$ cat src/rtl/stream_demux_if.sv
// Stream demux bus: one tagged valid/ready input stream, num_port valid/ready outputs sharing one data bus.
// The master modport is the surrounding environment; the slave modport is the demux itself.
interface stream_demux_if #(
    parameter int num_port   = 3,
    parameter int data_width = 32
);
    localparam int select_width = $clog2(num_port);

    logic                    in_valid;
    logic                    in_ready;
    logic [select_width-1:0] in_select;
    logic [data_width-1:0]   in_data;
    logic [num_port-1:0]     out_valid;
    logic [num_port-1:0]     out_ready;
    logic [data_width-1:0]   out_data;
    logic                    drop_err;

    modport master (
        output in_valid, in_select, in_data, out_ready,
        input  in_ready, out_valid, out_data, drop_err
    );

    modport slave (
        input  in_valid, in_select, in_data, out_ready,
        output in_ready, out_valid, out_data, drop_err
    );
endinterface

$ cat src/rtl/stream_demux.sv
// Registered 1-to-N stream demux with main+skid buffer; beat visible one cycle after accept.
// Backpressure: in_ready is registered and drops only while the skid entry is occupied; strict FIFO, head-of-line blocking.
module stream_demux #(
    parameter int  num_port     = 3,
    parameter int  data_width   = 32,
    localparam int select_width = $clog2(num_port)
) (
    input  logic         clk,
    input  logic         reset,
    stream_demux_if.slave bus
);
    typedef enum logic [1:0] {
        EMPTY = 2'd0,
        ONE   = 2'd1,
        TWO   = 2'd2
    } state_t;

    localparam logic [select_width:0] num_port_w = num_port[select_width:0];

    state_t                  state;
    logic [select_width-1:0] main_sel;
    logic [data_width-1:0]   main_data;
    logic [select_width-1:0] skid_sel;
    logic [data_width-1:0]   skid_data;
    logic                    in_ready_q;
    logic                    drop_q;

    logic                    main_valid;
    logic                    accept;
    logic                    sel_ok;
    logic                    store;
    logic                    fire;
    logic [num_port-1:0]     out_valid_d;

    assign main_valid = (state != EMPTY);
    assign accept     = bus.in_valid && bus.in_ready;
    assign sel_ok     = ({1'b0, bus.in_select} < num_port_w);
    // Out-of-range beats complete the handshake but never reach storage.
    assign store      = accept && sel_ok;
    assign fire       = main_valid && bus.out_ready[main_sel];

    always_comb begin
        out_valid_d = '0;
        if (main_valid) begin
            out_valid_d[main_sel] = 1'b1;
        end
    end

    assign bus.out_valid = out_valid_d;
    assign bus.out_data  = main_data;
    assign bus.in_ready  = in_ready_q && !reset;
    assign bus.drop_err  = drop_q;

    always_ff @(posedge clk) begin
        if (reset) begin
            state      <= EMPTY;
            main_sel   <= '0;
            main_data  <= '0;
            skid_sel   <= '0;
            skid_data  <= '0;
            in_ready_q <= 1'b1;
            drop_q     <= 1'b0;
        end else begin
            drop_q <= accept && !sel_ok;
            case (state)
                EMPTY: begin
                    if (store) begin
                        main_sel  <= bus.in_select;
                        main_data <= bus.in_data;
                        state     <= ONE;
                    end
                end
                ONE: begin
                    if (store && !fire) begin
                        skid_sel   <= bus.in_select;
                        skid_data  <= bus.in_data;
                        state      <= TWO;
                        in_ready_q <= 1'b0;
                    end else if (store) begin
                        main_sel  <= bus.in_select;
                        main_data <= bus.in_data;
                    end else if (fire) begin
                        state <= EMPTY;
                    end
                end
                TWO: begin
                    // No accept possible here; a fire promotes the skid beat to head.
                    if (fire) begin
                        main_sel   <= skid_sel;
                        main_data  <= skid_data;
                        state      <= ONE;
                        in_ready_q <= 1'b1;
                    end
                end
                default: begin
                    state      <= EMPTY;
                    in_ready_q <= 1'b1;
                end
            endcase
        end
    end
endmodule

$ cat src/flat_wrapper.sv
// flat-port wrapper written by rule: the top's interface ports become plain ports
module stream_demux_flat 
#(
    parameter int  num_port     = 3,
    parameter int  data_width   = 32,
    localparam int select_width = $clog2(num_port)
)
  (clk, reset, bus_in_valid, bus_in_select, bus_in_data, bus_out_ready, bus_in_ready, bus_out_valid, bus_out_data, bus_drop_err);
  stream_demux_if #(.num_port(num_port), .data_width(data_width)) bus_i ();
  input  logic clk;
  input  logic reset;
  input wire logic [$bits(bus_i.in_valid)-1:0] bus_in_valid;
  input wire logic [$bits(bus_i.in_select)-1:0] bus_in_select;
  input wire logic [$bits(bus_i.in_data)-1:0] bus_in_data;
  input wire logic [$bits(bus_i.out_ready)-1:0] bus_out_ready;
  output wire logic [$bits(bus_i.in_ready)-1:0] bus_in_ready;
  output wire logic [$bits(bus_i.out_valid)-1:0] bus_out_valid;
  output wire logic [$bits(bus_i.out_data)-1:0] bus_out_data;
  output wire logic [$bits(bus_i.drop_err)-1:0] bus_drop_err;
  assign bus_i.in_valid = bus_in_valid;
  assign bus_i.in_select = bus_in_select;
  assign bus_i.in_data = bus_in_data;
  assign bus_i.out_ready = bus_out_ready;
  assign bus_in_ready = bus_i.in_ready;
  assign bus_out_valid = bus_i.out_valid;
  assign bus_out_data = bus_i.out_data;
  assign bus_drop_err = bus_i.drop_err;
  stream_demux #(.num_port(num_port), .data_width(data_width)) u_core (.clk(clk), .reset(reset), .bus(bus_i));
endmodule
$ cat config.mk
export PLATFORM = sky130hd
export DESIGN_NAME = stream_demux_flat
export DESIGN_NICKNAME = d
export VERILOG_FILES = /design/src/rtl/stream_demux_if.sv /design/src/rtl/stream_demux.sv /design/src/flat_wrapper.sv
export SDC_FILE = /design/constraint.sdc
export NUM_CORES = 1
export LEC_CHECK = 0
export BUFFER_PORTS_ARGS = -buffer_cell sky130_fd_sc_hd__buf_2
export CAP_MARGIN = 5
export CORE_MARGIN = 4
export CORE_UTILIZATION = 58
export DETAILED_ROUTE_END_ITERATION = 6
export HOLD_SLACK_MARGIN = 0.05
export PLACE_DENSITY = 0.85
export SETUP_SLACK_MARGIN = 0.5
export SYNTH_ARGS = -nofsm -noshare
export SYNTH_HDL_FRONTEND = slang
export SYNTH_SLANG_ARGS = --single-unit
$ cat constraint.sdc
create_clock -name clk -period 4.5 [get_ports clk]
set_input_delay 0.9 -clock clk [delete_from_list [all_inputs] [get_ports clk]]
set_output_delay 0.9 -clock clk [all_outputs]
set_load 0.005 [all_outputs]
# --- After elaboration in Yosys (flattened, before gate mapping) ---
# Cells that the tools add are included.
totals:
  input_bits: 40
  out_inout_bits: 37
  elab_cells: 58
  ff_bits: 72
op_classes:
  bitwise_logic: 1
  n_eq_ne: 8
  n_mux: 22
  order_cmp: 3
  reduce_logical: 17
op_table:
  columns: ["operator", "count"]
  rows:
  - ["$mux W32", 3]
  - ["$pmux W32 S3", 1]
  - ["$mux W2", 8]
  - ["$pmux W2 S3", 2]
  - ["$logic_and A1 B1 Y1", 7]
  - ["$ne A2 B1 Y1 const B", 3]
  - ["$reduce_and A3 Y1", 2]
  - ["$mux W1", 4]
  - ["$reduce_and A4 Y1", 1]
  - ["$logic_not A1 Y1", 3]
  - ["$lt A2 B3 Y1 const B", 1]
  - ["$mux W3", 1]
  - ["$ne A3 B1 Y1 const B", 1]
  - ["$ne A3 B3 Y1 const B", 1]
  - ["$pmux W1 S3", 1]
  - ["$reduce_bool A3 Y1", 1]
  - ["$bmux W1 S2", 1]
  - ["$demux W1 S2", 1]
  - ["$eq A2 B1 Y1 const B", 1]
  - ["$eq A2 B2 Y1 const B", 1]
  - ["$ge A2 B1 Y1 const B", 1]
  - ["$logic_not A2 Y1", 1]
  - ["$lt A2 B2 Y1 const B", 1]
  - ["$ne A2 B2 Y1 const B", 1]
  - ["other kinds (3)", 3]

# --- Logic depth before layout (Yosys ltp) ---
depth:
  word_depth: 7
  ltp_mapped: 8
  depth_no_buf: 5

# --- Least setup slack after synthesis ---
# OpenSTA, ideal clock, no wires.
synth_path:
  path_kind: "input-to-output"
  start: "input reset"
  end: "output bus_in_ready"
  t_required_ps: 3600
  path_buffers: 3
  path_stages: 4
  setup_slack_ps: 1965
  t_arrival_ps: 1635
  cell_sequence: "buf_6 clkbuf_1 clkbuf_1 nor2b_1"
synth_via:
  elab_chain_cells: 2
synth_rtl:
  columns: ["element", "line", "rtl"]
  rows:
  - ["from (decl)", "flat_wrapper.sv:11", "input logic reset;"]
  - ["$logic_not A1 Y1", "stream_demux.sv:51", "assign bus.in_ready = in_ready_q && !reset;"]
  - ["$logic_and A1 B1 Y1", "stream_demux.sv:51", null]
  - ["to (decl)", "flat_wrapper.sv:16", "output wire logic [$bits(bus_i.in_ready)-1:0] bus_in_ready;"]
# No other way between the ends.

# --- Worst setup path in the final report ---
# Same ends and word-level chain as after synthesis.

==> results.py <==
metrics = {
    "worst_setup_path": {
        "startpoint": "reset",
        "critical_path_buf_inv_count": 3,
        "worstPathCellList": "buf_4 -> buf_4 -> nor2b_1 -> buf_2",
        "critPathMaxStageDelay_ns": 0.78,
        "cp.arrival_ns": 2.01,
        "crit_slowest_cell": "buf_4",
        "cpMostUsedCell": "buf_4",
        "setup.worst_path.end": "bus_in_ready",
        "r2r_end": "u_core.skid_data[17]$_SDFFE_PP0P_",
        "crit_family": "buffers and inverters",
        "r2r_start": "u_core.main_sel[0]$_SDFFE_PP0P_",
        "r2r_cells": 5,
        "cp_max_fo": 106,
        "cp.depth": 4,
        "worstSetupStartpointType": "input pin",
        "criticalPathCategory": "in -> out",
        "reg2reg_slack_ns": 2.38,
        "crit_path_end_kind": "output pin",
        "critical_path_required_ns": 3.60,
    },
    "grt": {
        "track_usage": 0.206,
        "grt_pass1_vias": 2748,
        "grt.overflow.total": 0,
        "antenna_found_initial": 0,
        "grt_max_degree": 107,
        "grt_pass1_wl_um": 12200,
    },
    "synthesis": {
        "synth_fa_ha_area_frac": 0,
        "synth_cells": 401,
        "synth.distinct_cells": 28,
        "async_flop_share": 0,
        "yosys_warnings": 0,
        "synth-main-ff-cell": "dfxtp_1",
        "synth_compound_area_frac": 0.119,
        "synth.top_cell.area_share": 0.419,
        "synth_fp_nets": 441,
        "syn_area_mm2": 0.00344,
        "synth_enable_flop_cells": 0,
        "synth-simple-area-share": 0.254,
        "yosys.area.top_type": "dfxtp_1",
        "ys_seq_area_frac": 0.419,
        "synth_common_cells": "138 x nand2_1, 72 x dfxtp_1, 70 x a21oi_1",
        "synthMuxAreaShare": 0.147,
        "synth_top_family_by_area": "simple AND/OR/NAND/NOR gates",
        "synth_area_per_cell_um2": 8.57,
        "synthXorXnorAreaFrac": 0,
        "synth-seq-cells": 72,
        "yosysMostFrequentCell": "nand2_1",
        "yosys-top-cells-area": "dfxtp_1 42%, nand2_1 15%, mux2_4 13%, a21oi_1 10%, nor2b_1 6.6%",
    },
    "timing": {
        "skew_ns": 0.00695,
        "fin_crit_ns": 2.91,
        "slew_headroom": 0.326,
        "setup_violations": 0,
        "hold_ws_ns": 0.457,
        "max_freq_ghz": 0.344,
        "timing.final.ws_setup_ns": 1.59,
        "final_max_slew_viol_count": 0,
        "worst_slew_pin_slew_ns": 1.01,
        "hold_viol": 0,
        "min_period_over_period": 0.647,
        "setup-tns-final_ns": 0,
        "rsz0062_at_grt": "false",
    },
    "cts": {
        "htreeDepth": 3,
        "cts-root-buf": "clkbuf_8",
        "clkTransAtPathRegs_ns": 0.06,
        "clock_latency_ns": 0.33,
        "cts_resized": 0,
        "clock_path_buffers": 2,
        "cts_buffers": 9,
        "cts_tree": "done",
        "hold_buffers": 0,
        "cts.sinks": 72,
        "post_cts_buffers": 0,
    },
    "die": {
        "core_mm2": 0.00564,
        "die_h_um": 85.0,
        "initial_core_util": 0.609,
        "io_pins": 77,
        "dieArea_mm2": 0.00722,
        "rows": 27,
        "die_w_um": 85.0,
    },
    "power_and_ir_drop": {
        "p_leak_nw": 1.72,
        "p_per_area_mw_per_mm2": 335,
        "vdd_drop_max_mv": 0.207,
    },
    "worst_hold_path": {
        "hp-class": "reg -> reg",
        "hp-start": "u_core.skid_data[27]$_SDFFE_PP0P_",
    },
    "detailed_routing": {
        "routed_via_density": 5.24,
        "vias": 2812,
        "drt_iter0_drc": 229,
        "ant_nets": 0,
        "dr.max_layer_used": "met4",
        "wl_met2_um": 3530,
        "drt_wl_total_um": 7130,
        "wl_met1_um": 3150,
        "met3_length_um": 391,
        "drc_errors": 0,
        "first_pass_iters": 4,
        "wl_per_cell_um": 13.3,
    },
    "status": {
        "run_status": "finished, final reports clean",
    },
    "layout": {
        "layout.nets": 502,
        "area_delta_synth_final_pct": 14.2,
        "antenna_cells": 0,
        "nFillCells": 436,
        "drive_gt1_frac": 0.288,
        "multiInputGateArea_mm2": 0.00179,
        "regArea_mm2": 0.00144,
    },
    "placement": {
        "gp_congestion": 0.699,
        "dp_hpwl_um": 4400,
        "place_ws_ns": 1.58,
        "numPortBuffers": 76,
    },
    "run": {
        "maxCapViolations": 0,
    },
}
-- logic make-up after synthesis --
| family | Yosys count |
|---|---|
| buffers and inverters | 30 |
| muxes | 35 |
| and+or+nand+nor | 189 |
| AOI/OAI and AO/OA | 75 |
| DFF | 72 |
-- worst min path at each step --
stage | cells after the start | slack, ns | to
finish | 2 | 0.46 | u_core.skid_data[27]$_SDFFE_PP0P_
global route | 2 | 0.47 | u_core.skid_data[2]$_SDFFE_PP0P_
CTS | 2 | 0.46 | u_core.skid_data[2]$_SDFFE_PP0P_
detailed placement | 2 | 0.45 | u_core.skid_data[2]$_SDFFE_PP0P_
global placement | 2 | 0.44 | u_core.skid_data[16]$_SDFFE_PP0P_
floorplan | 2 | 0.44 | u_core.skid_data[0]$_SDFFE_PP0P_
-- power by group --
group | internal, mW | leakage (nW) | switching (mW)
clock network | 0.240 | 0.0886 | 0.218
logic | 0.0937 | 1.04 | 0.0839
registers | 0.664 | 0.585 | 0.0147
total | 0.998 | 1.72 | 0.316
-- worst register-to-register path, delay by kind of cell, from the launching register on --
kind | cells | cell delay [ns]
AO/OA/AOI/OAI | 2 | 0.22
flip-flops | 1 | 0.43
multiplexers | 1 | 0.31
AND/OR/NAND/NOR | 2 | 0.99
-- layout by cell type (no fill, tap or decap) --
cell type	instances
buf_4	4
nor2_1	3
nand3b_4	1
nand2b_1	1
or4b_1	1
nand3b_1	1
nor3b_4	1
and3b_1	1
mux2i_1	1
a22oi_4	1
nor3_1	2
a31oi_1	1
clkbuf_8	12
nand2_4	1
dfxtp_1	72
nor3b_1	2
nand3b_2	1
nand2_1	138
clkbuf_1	2
mux2_2	4
o21ai_0	1
a21oi_2	1
buf_2	75
nor2b_2	1
nor2b_1	35
mux2_4	30
a21oi_1	70
buf_16	1
o21ai_4	1
-- sequential cells by signal, indices dropped and copies added, names as in the netlist --
register / flops
u_core.bus.drop_err: 1
u_core.skid_sel: 2
u_core.in_ready_q: 1
u_core.main_sel: 2
u_core.skid_data: 32
u_core.bus.out_data: 32
u_core.state: 2
-- per-stage QoR --
step	utilization	total power [mW]	std cells	area, um2
2_1_floorplan	-	0.822	401	3440
3_3_place_gp	0.660	0.866	522	3730
3_5_place_dp	0.660	0.870	522	3730
4_1_cts	0.691	1.33	536	3900
5_1_grt	0.696	1.38	537	3930
6_report	0.696	1.31	537	3930
-- metal layers --
layer | vias up | track usage
li1 | 1430 | -
met1 | 1297 | 0.247
met2 | 80 | 0.358
met3 | 5 | 0.0602
met4 | 0 | 0.0561
met5 | - | 0
-- layout make-up --
class                   count  share of cell area
repair buffers             80               0.110
multi-input cells         299               0.456
clock buffers              14              0.0440
well taps                  72              0.0229
flip-flops and latches     72               0.367
(Power assumes the default switching activity.)
